### src/rtl/mem_bus_arbiter_pkg.sv
// mem_arb_pkg: shared FSM states, owner encodings and read-latency bounds for mem_bus_arbiter.
package mem_arb_pkg;
   typedef enum logic [1:0] {IDLE, ISSUE, WAIT, DONE} state_t;
   localparam logic OWN_CPU = 1'b0;
   localparam logic OWN_LDR = 1'b1;
   localparam int RD_LAT_MIN = 1;
   localparam int RD_LAT_MAX = 3;
   localparam int CNT_W = $clog2(RD_LAT_MAX + 1);
endpackage

### src/rtl/mem_bus_arbiter_if.sv
// mem_bus_arbiter_if: CPU, loader and RAM bus signals; master is the arbiter side, slave the environment side.
interface mem_bus_arbiter_if #(
   parameter int ADDR_W = 8,
   parameter int DATA_W = 8
) ();
   logic              cpu_req, cpu_we, cpu_done, cpu_busy;
   logic [ADDR_W-1:0] cpu_addr;
   logic [DATA_W-1:0] cpu_wdata, cpu_rdata;
   logic              ldr_req, ldr_we, ldr_done;
   logic [ADDR_W-1:0] ldr_addr;
   logic [DATA_W-1:0] ldr_wdata, ldr_rdata;
   logic              ram_we, ram_re;
   logic [ADDR_W-1:0] ram_addr;
   logic [DATA_W-1:0] ram_wdata, ram_rdata;
   logic              owner;
   modport master (
      input  cpu_req, cpu_we, cpu_addr, cpu_wdata,
      input  ldr_req, ldr_we, ldr_addr, ldr_wdata,
      input  ram_rdata,
      output cpu_rdata, cpu_done, cpu_busy,
      output ldr_rdata, ldr_done,
      output ram_we, ram_re, ram_addr, ram_wdata, owner
   );
   modport slave (
      output cpu_req, cpu_we, cpu_addr, cpu_wdata,
      output ldr_req, ldr_we, ldr_addr, ldr_wdata,
      output ram_rdata,
      input  cpu_rdata, cpu_done, cpu_busy,
      input  ldr_rdata, ldr_done,
      input  ram_we, ram_re, ram_addr, ram_wdata, owner
   );
endinterface

### src/rtl/mem_bus_arbiter.sv
// mem_bus_arbiter: shares one single-port RAM between CPU and UART loader (issue / latency wait / done).
// MEM_ARB_ROUND_ROBIN_EN: ties alternate away from the current owner instead of favouring the loader.
module mem_bus_arbiter
   import mem_arb_pkg::*;
#(
   parameter int ADDR_W = 8,
   parameter int DATA_W = 8,
   parameter int RD_LAT = 1
) (
   input logic clk,
   input logic reset,
   mem_bus_arbiter_if.master bus
);
   state_t            state, state_n;
   logic [CNT_W-1:0]  cnt, cnt_n;
   logic              grant, pick, cap, own, lat_we;
   logic [ADDR_W-1:0] lat_addr;
   logic [DATA_W-1:0] lat_wdata, cpu_rd, ldr_rd;

`ifdef MEM_ARB_ROUND_ROBIN_EN
   assign pick = (bus.cpu_req && bus.ldr_req) ? ~own : bus.ldr_req;
`else
   assign pick = bus.ldr_req;
`endif

   always_comb begin
      state_n = state;
      cnt_n   = cnt;
      grant   = 1'b0;
      cap     = 1'b0;
      case (state)
         IDLE:  if (bus.cpu_req || bus.ldr_req) begin
                   grant   = 1'b1;
                   state_n = ISSUE;
                end
         ISSUE: begin
                   state_n = lat_we ? DONE : WAIT;
                   cnt_n   = lat_we ? cnt : CNT_W'(RD_LAT - 1);
                end
         WAIT:  if (cnt == '0) begin
                   cap     = 1'b1;
                   state_n = DONE;
                end else
                   cnt_n = cnt - 1'b1;
         default: state_n = IDLE;
      endcase
   end

   always_ff @(posedge clk) begin
      if (reset) begin
         state     <= IDLE;
         cnt       <= '0;
         own       <= OWN_CPU;
         lat_we    <= 1'b0;
         lat_addr  <= '0;
         lat_wdata <= '0;
         cpu_rd    <= '0;
         ldr_rd    <= '0;
      end else begin
         state <= state_n;
         cnt   <= cnt_n;
         if (grant) begin
            own       <= pick;
            lat_we    <= pick ? bus.ldr_we    : bus.cpu_we;
            lat_addr  <= pick ? bus.ldr_addr  : bus.cpu_addr;
            lat_wdata <= pick ? bus.ldr_wdata : bus.cpu_wdata;
         end
         // ram_rdata is only looked at here, so X elsewhere never reaches the rdata registers
         if (cap && own == OWN_LDR) ldr_rd <= bus.ram_rdata;
         if (cap && own == OWN_CPU) cpu_rd <= bus.ram_rdata;
      end
   end

   assign bus.ram_we    = (state == ISSUE) && lat_we;
   assign bus.ram_re    = (state == ISSUE) && !lat_we;
   assign bus.ram_addr  = lat_addr;
   assign bus.ram_wdata = lat_wdata;
   assign bus.cpu_done  = (state == DONE) && (own == OWN_CPU);
   assign bus.ldr_done  = (state == DONE) && (own == OWN_LDR);
   assign bus.cpu_busy  = bus.cpu_req && !bus.cpu_done;
   assign bus.cpu_rdata = cpu_rd;
   assign bus.ldr_rdata = ldr_rd;
   assign bus.owner     = own;
endmodule

### src/flat_wrapper.sv
// flat-port wrapper written by rule: the top's interface ports become plain ports
module mem_bus_arbiter_flat import mem_arb_pkg::*;
#(
   parameter int ADDR_W = 8,
   parameter int DATA_W = 8,
   parameter int RD_LAT = 1
)
  (clk, reset, bus_cpu_req, bus_cpu_we, bus_cpu_addr, bus_cpu_wdata, bus_ldr_req, bus_ldr_we, bus_ldr_addr, bus_ldr_wdata, bus_ram_rdata, bus_cpu_rdata, bus_cpu_done, bus_cpu_busy, bus_ldr_rdata, bus_ldr_done, bus_ram_we, bus_ram_re, bus_ram_addr, bus_ram_wdata, bus_owner);
  mem_bus_arbiter_if #(.ADDR_W(ADDR_W), .DATA_W(DATA_W)) bus_i ();
  input logic clk;
  input logic reset;
  input wire logic [$bits(bus_i.cpu_req)-1:0] bus_cpu_req;
  input wire logic [$bits(bus_i.cpu_we)-1:0] bus_cpu_we;
  input wire logic [$bits(bus_i.cpu_addr)-1:0] bus_cpu_addr;
  input wire logic [$bits(bus_i.cpu_wdata)-1:0] bus_cpu_wdata;
  input wire logic [$bits(bus_i.ldr_req)-1:0] bus_ldr_req;
  input wire logic [$bits(bus_i.ldr_we)-1:0] bus_ldr_we;
  input wire logic [$bits(bus_i.ldr_addr)-1:0] bus_ldr_addr;
  input wire logic [$bits(bus_i.ldr_wdata)-1:0] bus_ldr_wdata;
  input wire logic [$bits(bus_i.ram_rdata)-1:0] bus_ram_rdata;
  output wire logic [$bits(bus_i.cpu_rdata)-1:0] bus_cpu_rdata;
  output wire logic [$bits(bus_i.cpu_done)-1:0] bus_cpu_done;
  output wire logic [$bits(bus_i.cpu_busy)-1:0] bus_cpu_busy;
  output wire logic [$bits(bus_i.ldr_rdata)-1:0] bus_ldr_rdata;
  output wire logic [$bits(bus_i.ldr_done)-1:0] bus_ldr_done;
  output wire logic [$bits(bus_i.ram_we)-1:0] bus_ram_we;
  output wire logic [$bits(bus_i.ram_re)-1:0] bus_ram_re;
  output wire logic [$bits(bus_i.ram_addr)-1:0] bus_ram_addr;
  output wire logic [$bits(bus_i.ram_wdata)-1:0] bus_ram_wdata;
  output wire logic [$bits(bus_i.owner)-1:0] bus_owner;
  assign bus_i.cpu_req = bus_cpu_req;
  assign bus_i.cpu_we = bus_cpu_we;
  assign bus_i.cpu_addr = bus_cpu_addr;
  assign bus_i.cpu_wdata = bus_cpu_wdata;
  assign bus_i.ldr_req = bus_ldr_req;
  assign bus_i.ldr_we = bus_ldr_we;
  assign bus_i.ldr_addr = bus_ldr_addr;
  assign bus_i.ldr_wdata = bus_ldr_wdata;
  assign bus_i.ram_rdata = bus_ram_rdata;
  assign bus_cpu_rdata = bus_i.cpu_rdata;
  assign bus_cpu_done = bus_i.cpu_done;
  assign bus_cpu_busy = bus_i.cpu_busy;
  assign bus_ldr_rdata = bus_i.ldr_rdata;
  assign bus_ldr_done = bus_i.ldr_done;
  assign bus_ram_we = bus_i.ram_we;
  assign bus_ram_re = bus_i.ram_re;
  assign bus_ram_addr = bus_i.ram_addr;
  assign bus_ram_wdata = bus_i.ram_wdata;
  assign bus_owner = bus_i.owner;
  mem_bus_arbiter #(.ADDR_W(ADDR_W), .DATA_W(DATA_W), .RD_LAT(RD_LAT)) u_core (.clk(clk), .reset(reset), .bus(bus_i));
endmodule
### config.mk
export PLATFORM = sky130hd
export DESIGN_NAME = mem_bus_arbiter_flat
export DESIGN_NICKNAME = d
export VERILOG_FILES = /design/src/rtl/mem_bus_arbiter_pkg.sv /design/src/rtl/mem_bus_arbiter_if.sv /design/src/rtl/mem_bus_arbiter.sv /design/src/flat_wrapper.sv
export SDC_FILE = /design/constraint.sdc
export NUM_CORES = 1
export LEC_CHECK = 0
export BUFFER_PORTS_ARGS = -buffer_cell sky130_fd_sc_hd__buf_2
export CAP_MARGIN = 25
export CORE_UTILIZATION = 45
export CTS_BUF_LIST = sky130_fd_sc_hd__clkbuf_4 sky130_fd_sc_hd__clkbuf_8 sky130_fd_sc_hd__clkbuf_16
export CTS_CLUSTER_SIZE = 14
export DETAILED_ROUTE_END_ITERATION = 10
export PLACE_DENSITY = 0.78
export SKIP_CTS_REPAIR_TIMING = 1
export SYNTH_ARGS = -nofsm -noshare
export SYNTH_HDL_FRONTEND = slang
export SYNTH_SLANG_ARGS = --single-unit
### constraint.sdc
create_clock -name clk -period 1.87 [get_ports clk]
set_clock_uncertainty 0.15 [all_clocks]
set_input_delay 0.2805 -clock clk [delete_from_list [all_inputs] [get_ports clk]]
set_output_delay 0.2805 -clock clk [all_outputs]
set_load 0.05 [all_outputs]
Word-level counts from Yosys, hierarchy flattened
Cells that the tools add are included.
{"block": "totals", "ram_bits": 0, "register_bits": 38, "latchBits": 0, "rom_bits": 0, "out_inout_bits": 38, "memories": 0, "input_bits": 46, "wordCells": 46}
{"block": "op_classes", "order_cmp": 0, "mux": 14, "n_div": 0, "n_bitwise": 1, "n_eq_ne": 7, "mul": 0, "n_shift": 0, "n_reduce_logical": 15, "n_addsub": 1}
{"operator": "$mux W8", "count": 2}
{"operator": "$mux W2", "count": 4}
{"operator": "$logic_and A1 B1 Y1", "count": 7}
{"operator": "$mux W1", "count": 6}
{"operator": "$pmux W2 S3", "count": 1}
{"operator": "$eq A2 B2 Y1 const B", "count": 2}
{"operator": "$logic_not A2 Y1", "count": 2}
{"operator": "$ne A2 B1 Y1 const B", "count": 2}
{"operator": "$ne A2 B2 Y1 const B", "count": 2}
{"operator": "$pmux W2 S2", "count": 1}
{"operator": "$reduce_and A3 Y1", "count": 1}
{"operator": "$eq A2 B1 Y1 const B", "count": 1}
{"operator": "$logic_not A1 Y1", "count": 2}
{"operator": "$reduce_and A2 Y1", "count": 1}
{"operator": "$reduce_bool A2 Y1", "count": 1}
{"operator": "$sub A2 B1 Y2 const B", "count": 1}
{"operator": "$logic_or A1 B1 Y1", "count": 1}
{"operator": "$not A1 Y1", "count": 1}

Logic depth before layout (Yosys ltp)
Gate-level depths: netlist of the first run.
{"block": "depth", "word_depth": 4, "ltp_mapped": 7, "mapped_depth_nobuf": 5}

Worst setup path after synthesis of the first run
No wires, ideal clock.
{"block": "synth_path", "kind": "reg-to-output", "startpoint": "register u_core.own, in the netlist u_core.bus.owner", "endpoint": "output bus_cpu_busy", "n_path_buf": 0, "arrival_time_ns": 1.849, "required_ns": 1.439, "slack_ns": -0.410, "stages_incl_launch_ff": 3, "path_cell_list": "dfxtp_1 -> nor2b_1 -> nor2b_1"}
{"block": "synth_via", "elab_chain_cells": 4}
{"item": "start: declaration", "line": "mem_bus_arbiter.sv:16", "rtl": "logic grant, pick, cap, own, lat_we;"}
{"item": "start signal: assignment", "line": "mem_bus_arbiter.sv:63", "rtl": "own <= pick;"}
{"item": "$not A1 Y1", "line": "mem_bus_arbiter.sv:78", "rtl": "assign bus.cpu_done = (state == DONE) && (own == OWN_CPU);"}
{"item": "$logic_and A1 B1 Y1", "line": "mem_bus_arbiter.sv:78"}
{"item": "net bus_cpu_done", "line": "flat_wrapper.sv:22", "rtl": "output wire logic [$bits(bus_i.cpu_done)-1:0] bus_cpu_done;"}
{"item": "$logic_not A1 Y1", "line": "mem_bus_arbiter.sv:80", "rtl": "assign bus.cpu_busy = bus.cpu_req && !bus.cpu_done;"}
{"item": "$logic_and A1 B1 Y1", "line": "mem_bus_arbiter.sv:80"}
{"item": "end: declaration", "line": "flat_wrapper.sv:23", "rtl": "output wire logic [$bits(bus_i.cpu_busy)-1:0] bus_cpu_busy;"}
The timed path passes the listed nets, and every way through them passes these cells.

Final worst setup path of the first run
{"block": "layout_path", "startpoint": "register u_core.state[1]", "endpoint": "output bus_cpu_busy"}
{"block": "layout_via", "elab_chain_cells": 4}
{"item": "start: declaration", "line": "mem_bus_arbiter.sv:14", "rtl": "state_t state, state_n;"}
{"item": "start signal: assignment", "line": "mem_bus_arbiter.sv:60", "rtl": "state <= state_n;"}
{"item": "$eq A2 B2 Y1", "line": "mem_bus_arbiter.sv:78"}
{"item": "$logic_and A1 B1 Y1", "line": "mem_bus_arbiter.sv:78"}
{"item": "$logic_not A1 Y1", "line": "mem_bus_arbiter.sv:80"}
{"item": "$logic_and A1 B1 Y1", "line": "mem_bus_arbiter.sv:80"}
Every way passes these cells.

==> results of run 1 <==
[worst max-delay path, delay by kind of cell (launching register included)]
family / cells / cell delay [ns]
adders and majority gates: 1 / 0.23
DFF: 1 / 0.40
buffers and inverters: 1 / 0.20
and+or+nand+nor: 2 / 0.24
[state kept, by name (all words and copies together), names as in the netlist]
name,cells
u_core.bus.cpu_rdata,8
u_core.lat_we,1
u_core.state,2
u_core.bus.ram_wdata,8
u_core.bus.ldr_rdata,8
u_core.bus.owner,1
u_core.bus.ram_addr,8
u_core.cnt,2
[cells by family after synthesis]
kind of cell    synth area share [%]
compound gates                  15.2
fa+ha+maj                       4.21
buf+inv                         5.75
flops                           42.6
mux                             18.5
simple gates                    13.7
[metal layers]
| layer | track usage, % | up-vias |
|---|---|---|
| met3 | 6.51 | 5 |
| met5 | 0 | - |
| met1 | 20.4 | 689 |
| li1 | - | 766 |
| met2 | 29.2 | 35 |
| met4 | 6.94 | 0 |
[metrics by stage]
stage / instances / hold WS, ns
5_1_grt: 305 / 0.0859
3_3_place_gp: 297 / 0.321
4_1_cts: 305 / 0.0885
3_5_place_dp: 297 / 0.329
2_1_floorplan: 172 / 0.274
6_report: 305 / 0.0939
[power by group through the flow]
| stage | Combinational (µW) | Clock [µW] | Sequential [µW] |
|---|---|---|---|
| floorplan | 1040 | 0 | 1800 |
| global placement | 1990 | 0 | 1180 |
| detailed placement | 2020 | 0 | 1180 |
| CTS | 2020 | 592 | 1170 |
| global route | 2160 | 628 | 1200 |
| finish | 2020 | 571 | 1170 |
[final timing paths]
check	from	to	slack [ns]
max	u_core.state[1]	bus_cpu_busy	0.08
min	bus_ram_rdata[3]	u_core.bus.cpu_rdata[3]	0.09
max reg2reg	u_core.state[0]	u_core.bus.ram_wdata[2]	0.29
min reg2reg	u_core.bus.cpu_rdata[1]	u_core.bus.cpu_rdata[1]	0.34
[cell usage in the layout (no fill, tap or decap), types with 3 or more instances in the layout]
cell / count
buf_2: 81
ha_1: 6
nor2_1: 34
inv_1: 5
buf_4: 5
nand2_1: 3
dfxtp_1: 38
a211oi_1: 5
mux2i_1: 33
clkbuf_8: 6
a211oi_2: 13
nor2b_1: 3
[cell type report]
type                       instances  area, µm²  share of cell area (%)
clock buffer                       7       90.1                    3.85
clock inverter                     1       5.00                   0.214
inverter                           5       18.8                   0.802
multi-input combinational        118        936                    40.0
sequential                        38        761                    32.5
tap                               48       60.1                    2.57
timing repair buffer              88        470                    20.1
==> flow_metrics.env, run 1 <==
export IMPL_status="finished clean"
export IMPL_diodes=0
export IMPL_coreArea_um2=3740
export IMPL_max_slew_margin_pct=62.7
export IMPL_wl_met2_um=1720
export IMPL_dieArea_um2=4220
export IMPL_path_cells="ha_1 > nor2b_4 > nor2b_4 > clkbuf_4"
export IMPL_synth_most_common_cell="dfxtp_1"
export IMPL_ir_worst_vdd_uv=959
export IMPL_clockBufferDepth=2
export IMPL_final_core_util_pct=62.5
export IMPL_min_path_cells=3
export IMPL_highest_layer="met4"
export IMPL_drcViolationCount=0
export IMPL_synth_top_area_share_pct=42.6
export IMPL_synth_area_per_cell_um2=10.4
export IMPL_portBuffers=83
export IMPL_grt_usage_pct=17.6
export IMPL_synthArstFlopShare_pct=0
export IMPL_hold_class="input port to flop"
export IMPL_wire_per_inst_um=11.3
export IMPL_slowest_delay_ns=0.40
export IMPL_htreeDepth=2
export IMPL_antenna_found_initial=0
export IMPL_dr_total_vias=1495
export IMPL_clock_latency_ns=0.28
export IMPL_wl_met1_um=1500
export IMPL_endpoint_kind="primary output"
export IMPL_cts_sinks=38
export IMPL_wl_um=3440
export IMPL_clkPwrFrac_pct=15.2
export IMPL_syn_area_um2=1780
export IMPL_slew_violations=0
export IMPL_hold_viol=0
export IMPL_syn_num_nets=224
export IMPL_pin_count=84
export IMPL_worst_pin_slew_ns=0.560
export IMPL_grt_pass1_vias=1344
export IMPL_reg2reg_depth=6
export IMPL_area_delta_synth_final_pct=31.2
export IMPL_arrival_ns=1.36
export IMPL_place_gp_congestion=0.849
export IMPL_place_detailed_hpwl_um=2640
export IMPL_route_met3_wl_um=171
export IMPL_fmax_mhz=558
export IMPL_drt_pass1_iterations=4
export IMPL_power_frac_seq_pct=31.1
export IMPL_die_x_um=65.0
export IMPL_setup_ws_ns=0.0763
export IMPL_clk_pin_slew_ns=0.07
export IMPL_slowest_stage="dfxtp_1"
export IMPL_cp_required_ns=1.44
export IMPL_power_uw=3760
export IMPL_grt_max_degree=35
export IMPL_cts_tree="done"
export IMPL_cts_root_buf="clkbuf_8"
export IMPL_ys_warn_count=0
export IMPL_vias_per_cell=4.90
export IMPL_drv_cap=0
export IMPL_finalInstanceArea_um2=2340
export IMPL_finalCritPeriodShare_pct=95.9
export IMPL_min_period_ns=1.79
export IMPL_setup_violations_final=0
export IMPL_row_count=22
export IMPL_drive_gt1_share_pct=44.4
export IMPL_fillers=342
export IMPL_switching_power_uw=1770
export IMPL_p_comb_share_pct=53.7
export IMPL_p_per_area_nw_per_um2=1610
export IMPL_power_switching_share_pct=47.0
export IMPL_synth_edf_count=0
export IMPL_ant_nets=0
export IMPL_grt_pass1_wl_um=5600
export IMPL_cellLeakagePower_uw=0.00124
export IMPL_finalSetupTns_ns=0
export IMPL_dp_slack_ns=0.302
export IMPL_drtIter0Drc=27
export IMPL_p_int_uw=1990
export IMPL_die_h_um=65.0
export IMPL_start_util_pct=47.7
export IMPL_yosysTopAreaCell="dfxtp_1"
export IMPL_critPathKind="flop to primary output"
export IMPL_critPathMaxFanout=5
export IMPL_rsz0062_at_grt="no"
export IMPL_ys_flop_type="dfxtp_1"
export IMPL_grt_ovfl_total=0
export IMPL_startpoint_type="flop"
export IMPL_synth_area_leaders="dfxtp_1 (43%), mux2i_1 (19%), a211oi_2 (9.1%), nor2_1 (7.2%), ha_1 (4.2%)"
export IMPL_numCtsBuffers=5
export IMPL_cp_common_cell="nor2b_4"
export IMPL_seq_area_frac_synth_pct=42.6
export IMPL_final_nets=308
export IMPL_netlist_instances=172
export IMPL_yosysUniqueCellTypes=26
export IMPL_dpl_instance_area_um2=2240
export IMPL_ys_top_cells_by_count="dfxtp_1 (38), nor2_1 (34), mux2i_1 (33), a211oi_2 (13), ha_1 (6)"
export IMPL_ys_ff_latch=38
Note: power is estimated with default switching activity, not from simulation.
==> run 2: changes to the inputs <==
--- a/config.mk
+++ b/config.mk
@@ -7,11 +7,14 @@
 export LEC_CHECK = 0
 export BUFFER_PORTS_ARGS = -buffer_cell sky130_fd_sc_hd__buf_2
 export CAP_MARGIN = 25
-export CORE_UTILIZATION = 45
+export CELL_PAD_IN_SITES_DETAIL_PLACEMENT = 0
+export CELL_PAD_IN_SITES_GLOBAL_PLACEMENT = 1
+export CORE_UTILIZATION = 34
 export CTS_BUF_LIST = sky130_fd_sc_hd__clkbuf_4 sky130_fd_sc_hd__clkbuf_8 sky130_fd_sc_hd__clkbuf_16
 export CTS_CLUSTER_SIZE = 14
 export DETAILED_ROUTE_END_ITERATION = 10
-export PLACE_DENSITY = 0.78
+export PLACE_DENSITY_LB_ADDON = 0.1
+export REMOVE_ABC_BUFFERS = 1
 export SKIP_CTS_REPAIR_TIMING = 1
 export SYNTH_ARGS = -nofsm -noshare
 export SYNTH_HDL_FRONTEND = slang
==> run 2 against run 1 <==
  * Clock-buffer cell count decreased by 2
  * Combinational power hardly changed
  * Fmax increased by 3.0%
  * Power is 3.1% higher
  * Global-route usage down 2.6 points
  * Core utilization decreased by 16 points
  * Design area up 1.5%
  * Sequential cell count unchanged
  * Hold slack lost 0.0054 ns
  * Register-to-register slack hardly changed
  * Sequential share of layout area is 0.43 points lower
  * Final cell count increased by 7.5%
  * Largest power group unchanged
  * Highest routed layer unchanged
==> flow_metrics.env, run 2 (synthesis results as in run 1) <==
export IMPL_clockBufferDepth=2
export IMPL_drcViolationCount=0
export IMPL_drtIter0Drc=48
export IMPL_hold_class="input port to flop"
export IMPL_fin_cells=328
export IMPL_dr_total_vias=1495
export IMPL_arrival_ns=1.31
export IMPL_finalCritPeriodShare_pct=93.1
export IMPL_reg2reg_depth=6
export IMPL_start_util_pct=35.2
export IMPL_setup_violations_final=0
export IMPL_status="finished clean"
export IMPL_cp_required_ns=1.44
export IMPL_clkPwrFrac_pct=17.6
export IMPL_regToRegSetupSlack_ns=0.28
export IMPL_worst_pin_slew_ns=0.603
export IMPL_place_detailed_hpwl_um=2850
export IMPL_placed_cells=320
export IMPL_cellLeakagePower_uw=0.00124
export IMPL_clock_latency_ns=0.29
export IMPL_startpoint_type="flop"
export IMPL_grt_usage_pct=15.0
export IMPL_final_nets=309
export IMPL_die_x_um=74.4
export IMPL_slew_violations=0
export IMPL_ir_worst_vdd_uv=597
export IMPL_finalInstanceArea_um2=2380
export IMPL_min_path_cells=3
export IMPL_place_gp_congestion=0.723
export IMPL_diodes=0
export IMPL_p_per_area_nw_per_um2=1630
export IMPL_p_int_uw=2070
export IMPL_power_frac_seq_pct=30.0
export IMPL_ant_nets=0
export IMPL_hold_viol=0
export IMPL_row_count=26
export IMPL_p_comb_share_pct=52.4
export IMPL_fmax_mhz=574
export IMPL_critPathMaxFanout=4
export IMPL_grt_pass1_wl_um=6220
export IMPL_coreArea_um2=5070
export IMPL_area_delta_synth_final_pct=33.2
export IMPL_clk_pin_slew_ns=0.07
export IMPL_drv_cap=0
export IMPL_switching_power_uw=1800
export IMPL_vias_per_cell=4.56
export IMPL_die_h_um=74.4
export IMPL_grt_ovfl_total=0
export IMPL_fillers=521
export IMPL_cts_sinks=38
export IMPL_rsz0062_at_grt="no"
export IMPL_dpl_instance_area_um2=2260
export IMPL_final_common_cell="buf_2"
export IMPL_htreeDepth=2
export IMPL_drt_pass1_iterations=4
export IMPL_endpoint_kind="primary output"
export IMPL_max_slew_margin_pct=59.8
export IMPL_numCtsBuffers=5
export IMPL_portBuffers=83
export IMPL_cts_root_buf="clkbuf_8"
export IMPL_power_switching_share_pct=46.5
export IMPL_pin_count=84
export IMPL_grt_pass1_vias=1388
export IMPL_grt_max_degree=35
export IMPL_final_cell_mix="buf_2 (81), dfxtp_1 (37), nor2_1 (34)"
export IMPL_wire_per_inst_um=11.6
export IMPL_cts_tree="done"
export IMPL_critPathKind="flop to primary output"
export IMPL_dieArea_um2=5540
export IMPL_antenna_found_initial=0
export IMPL_min_period_ns=1.74
export IMPL_wl_um=3800
export IMPL_drive_gt1_share_pct=44.2
==> run 2: changes by cell type in the layout (fill, tap and decap cells not counted), sizes merged <==
cell,delta
clkbuf,-2
bufinv,+1
buf,+1
clkinv,+1
==> run 2: metal layers <==
metal	track usage, %	routed length, µm	share of wire [%]	up-vias
met4	5.66	53	1.4	0
met3	5.01	206	5.4	6
met1	17.5	1690	44	677
met2	25.3	1850	49	41
met5	0	0	0	-
li1	-	-	-	771
==> run 2: path summary, 6_finish.rpt <==
check,endpoint,from
worst max-delay path,bus_cpu_busy,u_core.state[0]
worst min-delay path,u_core.bus.cpu_rdata[2],bus_ram_rdata[2]
worst max register to register,u_core.lat_we,u_core.state[0]
worst min register to register,u_core.bus.ldr_rdata[7],u_core.bus.ldr_rdata[7]
==> run 2: cell type report <==
type	count	area, µm²	share of cell area (%)
sequential	38	762	32.1
timing repair buffer	89	478	20.1
inverter	5	18.8	0.790
clock buffer	5	68.8	2.90
multi-input combinational	118	921	38.8
tap	70	87.6	3.69
clock inverter	3	40.0	1.69
==> run 2: stage by stage <==
stage                     total power [µW]  setup slack [ns]  utilization [%]  hold WS [ns]  TNS, ns
after floorplan                       2710            -0.410                -         0.195    -2.09
after global placement                3210             0.297             44.6         0.324        0
after detailed placement              3220             0.298             44.6         0.329        0
after CTS                             3920            0.0576             46.7        0.0742        0
after global routing                  4140            0.0184             46.8        0.0855        0
final                                 3880             0.129             46.8        0.0885        0
==> run 2: critical path: stages, from the launching register on <==
cell and delay (ns):
dfxtp_1 0.34, ha_1 0.23, nor2b_1 0.15, nor2b_1 0.11
buf_4 0.20
==> run 2: power groups by stage <==
stage	Sequential, µW	Combinational, µW	Clock (µW)
final	1160	2030	682
after floorplan	1800	910	0
after detailed placement	1180	2040	0
after global routing	1200	2200	738
after CTS	1170	2040	712
after global placement	1180	2020	0
